**src/rtl/ceespu_regfile_mp.sv**
```systemverilog
// ceespu_regfile_mp: parametrised multi-read-port register file with hardware clear sequencer
module ceespu_regfile_mp #(
  parameter int DATA_W  = 32,
  parameter int ADDR_W  = 5,
  parameter int NREAD   = 2,
  parameter int ZERO_R0 = 1,
  parameter int BYPASS  = 1
) (
  input  logic                    I_clk,
  input  logic                    I_rst,
  input  logic [NREAD*ADDR_W-1:0] I_sel,
  output logic [NREAD*DATA_W-1:0] O_data,
  input  logic                    I_we,
  input  logic [ADDR_W-1:0]       I_selD,
  input  logic [DATA_W-1:0]       I_dataD,
  input  logic                    I_clear,
  output logic                    O_busy,
  output logic                    O_wdrop
);
  localparam logic [0:0] CLEAR = 1'b0;
  localparam logic [0:0] READY = 1'b1;
  localparam logic [ADDR_W:0] LAST = {1'b0, {ADDR_W{1'b1}}};
  localparam logic [ADDR_W:0] ONE = {{ADDR_W{1'b0}}, 1'b1};
  logic [0:0] state;
  logic [ADDR_W:0] clr_idx;
  logic [DATA_W-1:0] mem [2**ADDR_W];
  logic clearing, wr_ok;
  assign clearing = state == CLEAR;
  assign O_busy = clearing;
  assign wr_ok = !clearing && I_we && !I_clear && !(ZERO_R0 != 0 && I_selD == '0);
  always_ff @(posedge I_clk or posedge I_rst)
    if (I_rst) begin
      state <= CLEAR;
      clr_idx <= '0;
      O_wdrop <= 1'b0;
    end else begin
      O_wdrop <= I_we && (clearing || I_clear);
      clr_idx <= (I_clear || !clearing) ? '0 : clr_idx + ONE;
      state <= I_clear ? CLEAR : (clearing && clr_idx == LAST) ? READY : state;
    end
  // The sweep and the write port share one physical write port; reset blocks both.
  always_ff @(posedge I_clk)
    if (!I_rst && (clearing || wr_ok))
      mem[clearing ? clr_idx[ADDR_W-1:0] : I_selD] <= clearing ? '0 : I_dataD;
  for (genvar k = 0; k < NREAD; k++) begin : g_rd
    logic [ADDR_W-1:0] s;
    assign s = I_sel[k*ADDR_W +: ADDR_W];
    assign O_data[k*DATA_W +: DATA_W] = (clearing || (ZERO_R0 != 0 && s == '0)) ? '0 :
                                        (BYPASS != 0 && wr_ok && s == I_selD) ? I_dataD : mem[s];
  end
endmodule

```
**config.mk**
```make
export PLATFORM = sky130hd
export DESIGN_NAME = ceespu_regfile_mp
export DESIGN_NICKNAME = d
export VERILOG_FILES = /design/src/rtl/ceespu_regfile_mp.sv
export SDC_FILE = /design/constraint.sdc
export NUM_CORES = 1
export LEC_CHECK = 0
export BUFFER_PORTS_ARGS = -buffer_cell sky130_fd_sc_hd__buf_2
export CAP_MARGIN = 20
export CORE_UTILIZATION = 60
export DETAILED_ROUTE_END_ITERATION = 6
export HOLD_SLACK_MARGIN = 0.02
export PLACE_DENSITY = 0.75
export SETUP_SLACK_MARGIN = 0.2
export SYNTH_ARGS = -nofsm -noshare
export SYNTH_HDL_FRONTEND = slang
export SYNTH_SLANG_ARGS = --single-unit
```
**constraint.sdc**
```tcl
create_clock -name I_clk -period 5.7 [get_ports I_clk]
set_input_delay 0.57 -clock I_clk [delete_from_list [all_inputs] [get_ports I_clk]]
set_output_delay 0.57 -clock I_clk [all_outputs]
set_load 0.005 [all_outputs]
```
==> flow_summary.json, run 1 <==
{
  "drt_iter0_markers": 4924,
  "place_area_sq_um": 50770,
  "syn_inst": 2694,
  "synthTopCellsByArea": "edfxtp_1 (63%), mux4_2 (18%), mux2i_1 (4.9%)",
  "coreArea_sq_um": 80420,
  "track_usage_pct": 38.75,
  "die_y_microns": 286.9,
  "synth_area_sq_um": 48690,
  "final_area_sq_um": 54190,
  "htreeDepth": 3,
  "period_share_pct": 74.09,
  "crit_path_end_kind": "output port",
  "layout-drive-gt1-share_pct": 29.16,
  "via_count": 31379,
  "initial_core_util_pct": 60.54,
  "cp.arrival_ns": 3.65,
  "numCtsBuffers": 105,
  "wl_per_cell_microns": 40.02,
  "power_density_nw_per_um2": 295.4,
  "ir_drop_uv": 278.0,
  "globalRouteOverflowTotal": 0,
  "cp_slowest_stage_delay_ns": 0.91,
  "synth_top_area_share_pct": 63.16,
  "synth_edf_count": 1024,
  "fin_crit_ns": 4.223,
  "grt_pass1_wl_microns": 222600,
  "clk_pin_slew_ns": 0.06,
  "final_antenna_net_count": 0,
  "yosys_warnings": 0,
  "yosysTopAreaCell": "edfxtp_1",
  "finalPower_mw": 16.01,
  "syn2layout_area_growth_pct": 11.30,
  "synth_flop_cell": "edfxtp_1",
  "cp-start-kind": "input port",
  "worstPathCellList": "buf_2, buf_4, nor2_4, buf_4, a22oi_1, a21oi_1, a311o_1, buf_2",
  "cts.sinks": 1032,
  "rsz0062_at_grt": "false",
  "violations": "design-rule violations",
  "rows": 104,
  "slew_headroom_pct": 18.42,
  "grt_pass1_vias": 31167,
  "num_antenna_cells": 0,
  "dr.pass1.iters": 7,
  "syn-num-nets": 2746,
  "synth_area_per_cell_sq_um": 18.07,
  "crit_required_ns": 5.13,
  "layout.nets": 2857,
  "status": "finished with violations",
  "ys_seq_area_share_pct": 63.57,
  "synthArstFlopShare_pct": 0.7752,
  "hold_class": "in -> reg",
  "routed_wl_microns": 158000,
  "ctsLongestPathBuffers": 3,
  "rrSetupSlack_ns": 1.90,
  "antenna_found_initial": 2,
  "routed_via_density": 7.948,
  "cp_slowest_cell": "nor2_4",
  "port_buffers": 116,
  "finClkSkew_ns": 0.01838,
  "final_cell_mix": "edfxtp_1 (1,024), mux4_2 (384), mux2i_1 (237), a22oi_1 (114), buf_2 (111)",
  "gp_congestion": 0.9276,
  "cts_tree": "done",
  "ys_types": 58,
  "hpwlAfterDp_microns": 92550,
  "setup.worst_path.class": "in -> out",
  "worst_slew_pin_slew_ns": 1.221,
  "drc": 8,
  "io_pins": 117,
  "die_w_microns": 286.9,
  "cts-resized-gates": 0,
  "ctsRootBufferMaster": "clkbuf_16",
  "leakage_nw": 17.06,
  "maxSlewViolCount": 0,
  "mostFrequentLayoutCell": "edfxtp_1",
  "hold_viol": 0,
  "fin_setup_tns_ns": 0,
  "finalSetupViolCount": 0,
  "grt_max_degree": 121,
  "clock_latency_ns": 0.67,
  "maxCapViolations": 0,
  "crit_path_max_fanout": 23,
  "die_area_sq_um": 82290,
  "synth_seq_cells": 1032,
  "max_freq_mhz": 236.8
}
worst paths after layout:
path / cells after the start / start / to
min in group asynchronous: 3 / I_rst / clr_idx[3]$_DFF_PP0_
max in group asynchronous: 3 / I_rst / state$_DFFE_PP0P_
setup / recovery: 8 / I_sel[7] / O_data[32]
hold / removal: 2 / I_we / O_wdrop$_DFF_PP0_
setup reg to reg: 5 / state$_DFFE_PP0P_ / mem[19][23]$_DFFE_PP_
hold reg to reg: 1 / clr_idx[0]$_DFF_PP0_ / clr_idx[0]$_DFF_PP0_
critical path: cells and delay by family:
family	cells	cell delay [ns]
AND/OR/NAND/NOR	1	0.91
AO/OA/AOI/OAI	3	0.73
buffers and inverters	4	1.41
report_power, final:
part           total, mW  leakage, nW  internal, mW  switching [mW]
Clock               6.74         1.61          3.89            2.85
Combinational      0.982         6.51         0.346           0.635
Sequential          8.29         8.94          8.27          0.0197
Total               16.0         17.1          12.5            3.51
layout make-up:
type	count	area (sq um)
clock buffers	137	2833
fillers	5190	26230
repair buffers	225	1658
flip-flops and latches	1032	30950
multi-input cells	1431	16900
inverters	10	37.54
well taps	1060	1326
clock inverters	53	483.0
logic make-up (layout without fill, tap and decap cells):
kind of cell             count (synthesis)  after routing  synth area share [%]
AO/OA/AOI/OAI                          514            514                 7.982
XOR/XNOR                                14             14                0.2519
adder cells (fa/ha/maj)                  1              1               0.02570
buffers and inverters                  231            425                 2.393
flip-flops                            1032           1032                 63.57
multiplexers                           661            661                 23.56
AND/OR/NAND/NOR                        241            241                 2.215
Yosys cell counts, drive strengths merged (15+ instances only):
library cell  number
edfxtp          1024
mux4             384
mux2i            237
buf              131
a22oi            114
nand2            106
a21oi            104
clkbuf            90
a221oi            79
nor2              57
mux2              40
and2              35
a311o             32
o21bai            32
nand3             27
o221ai            25
o21ai             20
o31ai             16
a31oi             15
sequential cells by signal (all words and copies together), names as in the netlist:
| name | flops |
|---|---|
| O_wdrop | 1 |
| clr_idx | 6 |
| mem | 1024 |
| state | 1 |
stage by stage:
| stage | setup WS (ns) | hold slack, ns | util (%) | std cells |
|---|---|---|---|---|
| after floorplan | 2.514 | 0.3907 | - | 2694 |
| after global placement | 1.601 | 0.4892 | 63.11 | 3752 |
| after detailed placement | 1.691 | 0.4928 | 63.13 | 3753 |
| after CTS | 1.687 | 0.1802 | 67.27 | 3944 |
| after global routing | 1.560 | 0.2031 | 67.38 | 3948 |
| final | 1.477 | 0.2021 | 67.38 | 3948 |
what timing repair did:
action	in CTS	in global routing
endpoints found under the hold margin	8	0
hold buffers	1	0
buffers inserted	0	0
metal layers:
layer / vias up / GRT usage [%] / share of wire (%) / wire length, microns
met1: 15859 / 52.54 / 33 / 52370
met2: 3072 / 56.62 / 44 / 69760
li1: 11807 / - / - / -
met3: 635 / 11.85 / 16 / 25220
met4: 6 / 21.24 / 6.7 / 10570
met5: - / 0.8140 / 0.055 / 87
(Power assumes the default switching activity.)
==> run 2, diff against run 1 <==
clock period = 4.2 ns   (was 5.7 ns; I/O delays follow)
==> flow_summary.json, run 2 (same netlist as run 1, synthesis figures left out) <==
{
  "htreeDepth": 3,
  "globalRouteOverflowTotal": 0,
  "routed_via_density": 7.906,
  "via_count": 31483,
  "ctsRootBufferMaster": "clkbuf_16",
  "reg2regPathDepth": 5,
  "mostFrequentLayoutCell": "edfxtp_1",
  "dr.pass1.iters": 6,
  "drc": 0,
  "ctsLongestPathBuffers": 3,
  "whs_ns": 0.07588,
  "io_pins": 117,
  "cp.arrival_ns": 3.47,
  "hold_class": "in -> reg",
  "cts_setup_buffers": 0,
  "maxSlewViolCount": 0,
  "wl_per_cell_microns": 40.18,
  "crit_path_end_kind": "output port",
  "finClkSkew_ns": 0.02219,
  "setup.worst_path.class": "in -> out",
  "layout.nets": 2888,
  "rows": 104,
  "numCtsBuffers": 104,
  "die_w_microns": 286.9,
  "routed_wl_microns": 160000,
  "ir_drop_uv": 371.9,
  "hold_buffers": 1,
  "track_usage_pct": 39.11,
  "whs_path_depth": 2,
  "hold_viol": 0,
  "grt_pass1_wl_microns": 224300,
  "clk_pin_slew_ns": 0.06,
  "cts-resized-gates": 0,
  "period_share_pct": 92.74,
  "cp-start-kind": "input port",
  "worst_slew_pin_slew_ns": 1.159,
  "leakage_nw": 17.36,
  "cts_tree": "done",
  "initial_core_util_pct": 60.54,
  "clock_latency_ns": 0.66,
  "port_buffers": 116,
  "gp_congestion": 0.9339,
  "power_density_nw_per_um2": 398.0,
  "final_cell_mix": "edfxtp_1 (1,024), mux4_2 (384), mux2i_1 (237), a22oi_1 (114), buf_2 (111)",
  "crit_required_ns": 3.78,
  "syn2layout_area_growth_pct": 12.79,
  "grt_pass1_vias": 31492,
  "finalSetupViolCount": 0,
  "fin_setup_tns_ns": 0,
  "drt_iter0_markers": 4997,
  "place_inst": 3775,
  "slew_headroom_pct": 22.58,
  "hpwlAfterDp_microns": 96230,
  "status": "finished clean",
  "die_area_sq_um": 82290,
  "largest_register_ffs": 1024,
  "cts.sinks": 1032,
  "grt_max_degree": 86,
  "die_y_microns": 286.9,
  "layout-drive-gt1-share_pct": 30.13,
  "final_antenna_net_count": 0,
  "fin_crit_ns": 3.895,
  "antenna_found_initial": 3,
  "max_freq_mhz": 256.7,
  "rrSetupSlack_ns": 0.81,
  "final_cells": 3982,
  "maxCapViolations": 0,
  "rsz0062_at_grt": "false",
  "crit_path_max_fanout": 41,
  "coreArea_sq_um": 80420
}
run 2: cell count changes in the layout (fill, tap and decap cells not counted), moves of 2 or more:
cell / change
clkbuf_1: -4
buf_16: +5
clkinv_2: +5
buf_4: -3
clkinvlp_4: +2
buf_8: +5
buf_12: +23
run 2: metal layers:
metal / share of wire, % / GRT usage (%)
met5: 0.0081 / 0
met2: 45 / 58.19
met1: 33 / 51.59
met3: 16 / 12.94
met4: 6.6 / 20.98
run 2: report_power, final:
group	internal (mW)	switching, mW
Sequential	11.2	0.0279
Clock	5.30	3.91
Combinational	0.495	0.907
Total	17.0	4.85
run 2: path summary, 6_finish.rpt:
path | startpoint | endpoint
setup / recovery | I_sel[2] | O_data[2]
min in group asynchronous | I_rst | clr_idx[3]$_DFF_PP0_
setup reg to reg | state$_DFFE_PP0P_ | mem[1][20]$_DFFE_PP_
max in group asynchronous | I_rst | state$_DFFE_PP0P_
hold reg to reg | clr_idx[0]$_DFF_PP0_ | clr_idx[0]$_DFF_PP0_
hold / removal | I_we | O_wdrop$_DFF_PP0_
run 2: metrics by stage:
step	worst slack, ns	utilization, %	cell area (sq um)	total power, mW
4_1_cts	0.4433	67.90	54600	21.78
3_5_place_dp	0.4727	63.74	51260	12.81
6_report	0.3051	68.28	54910	21.85
3_3_place_gp	0.5927	63.65	51190	12.79
5_1_grt	0.3463	68.28	54910	22.19
2_1_floorplan	1.164	-	48690	12.30
run 2: final cells by class:
cell class	instances	area, sq um
multi-input combinational	1431	16900
tap	1060	1326
fill	5029	25500
sequential	1032	30950
inverter	10	37.54
clock buffer	132	2793
antenna	1	2.502
clock inverter	59	545.5
timing repair buffer	257	2359
run 2: critical path, cell delays in order:
cell,delay [ns]
buf_6,0.37
buf_4,0.67
mux4_2,0.41
nand2_1,0.08
a21oi_1,0.13
a2111oi_0,0.93
o31ai_1,0.16
buf_2,0.18
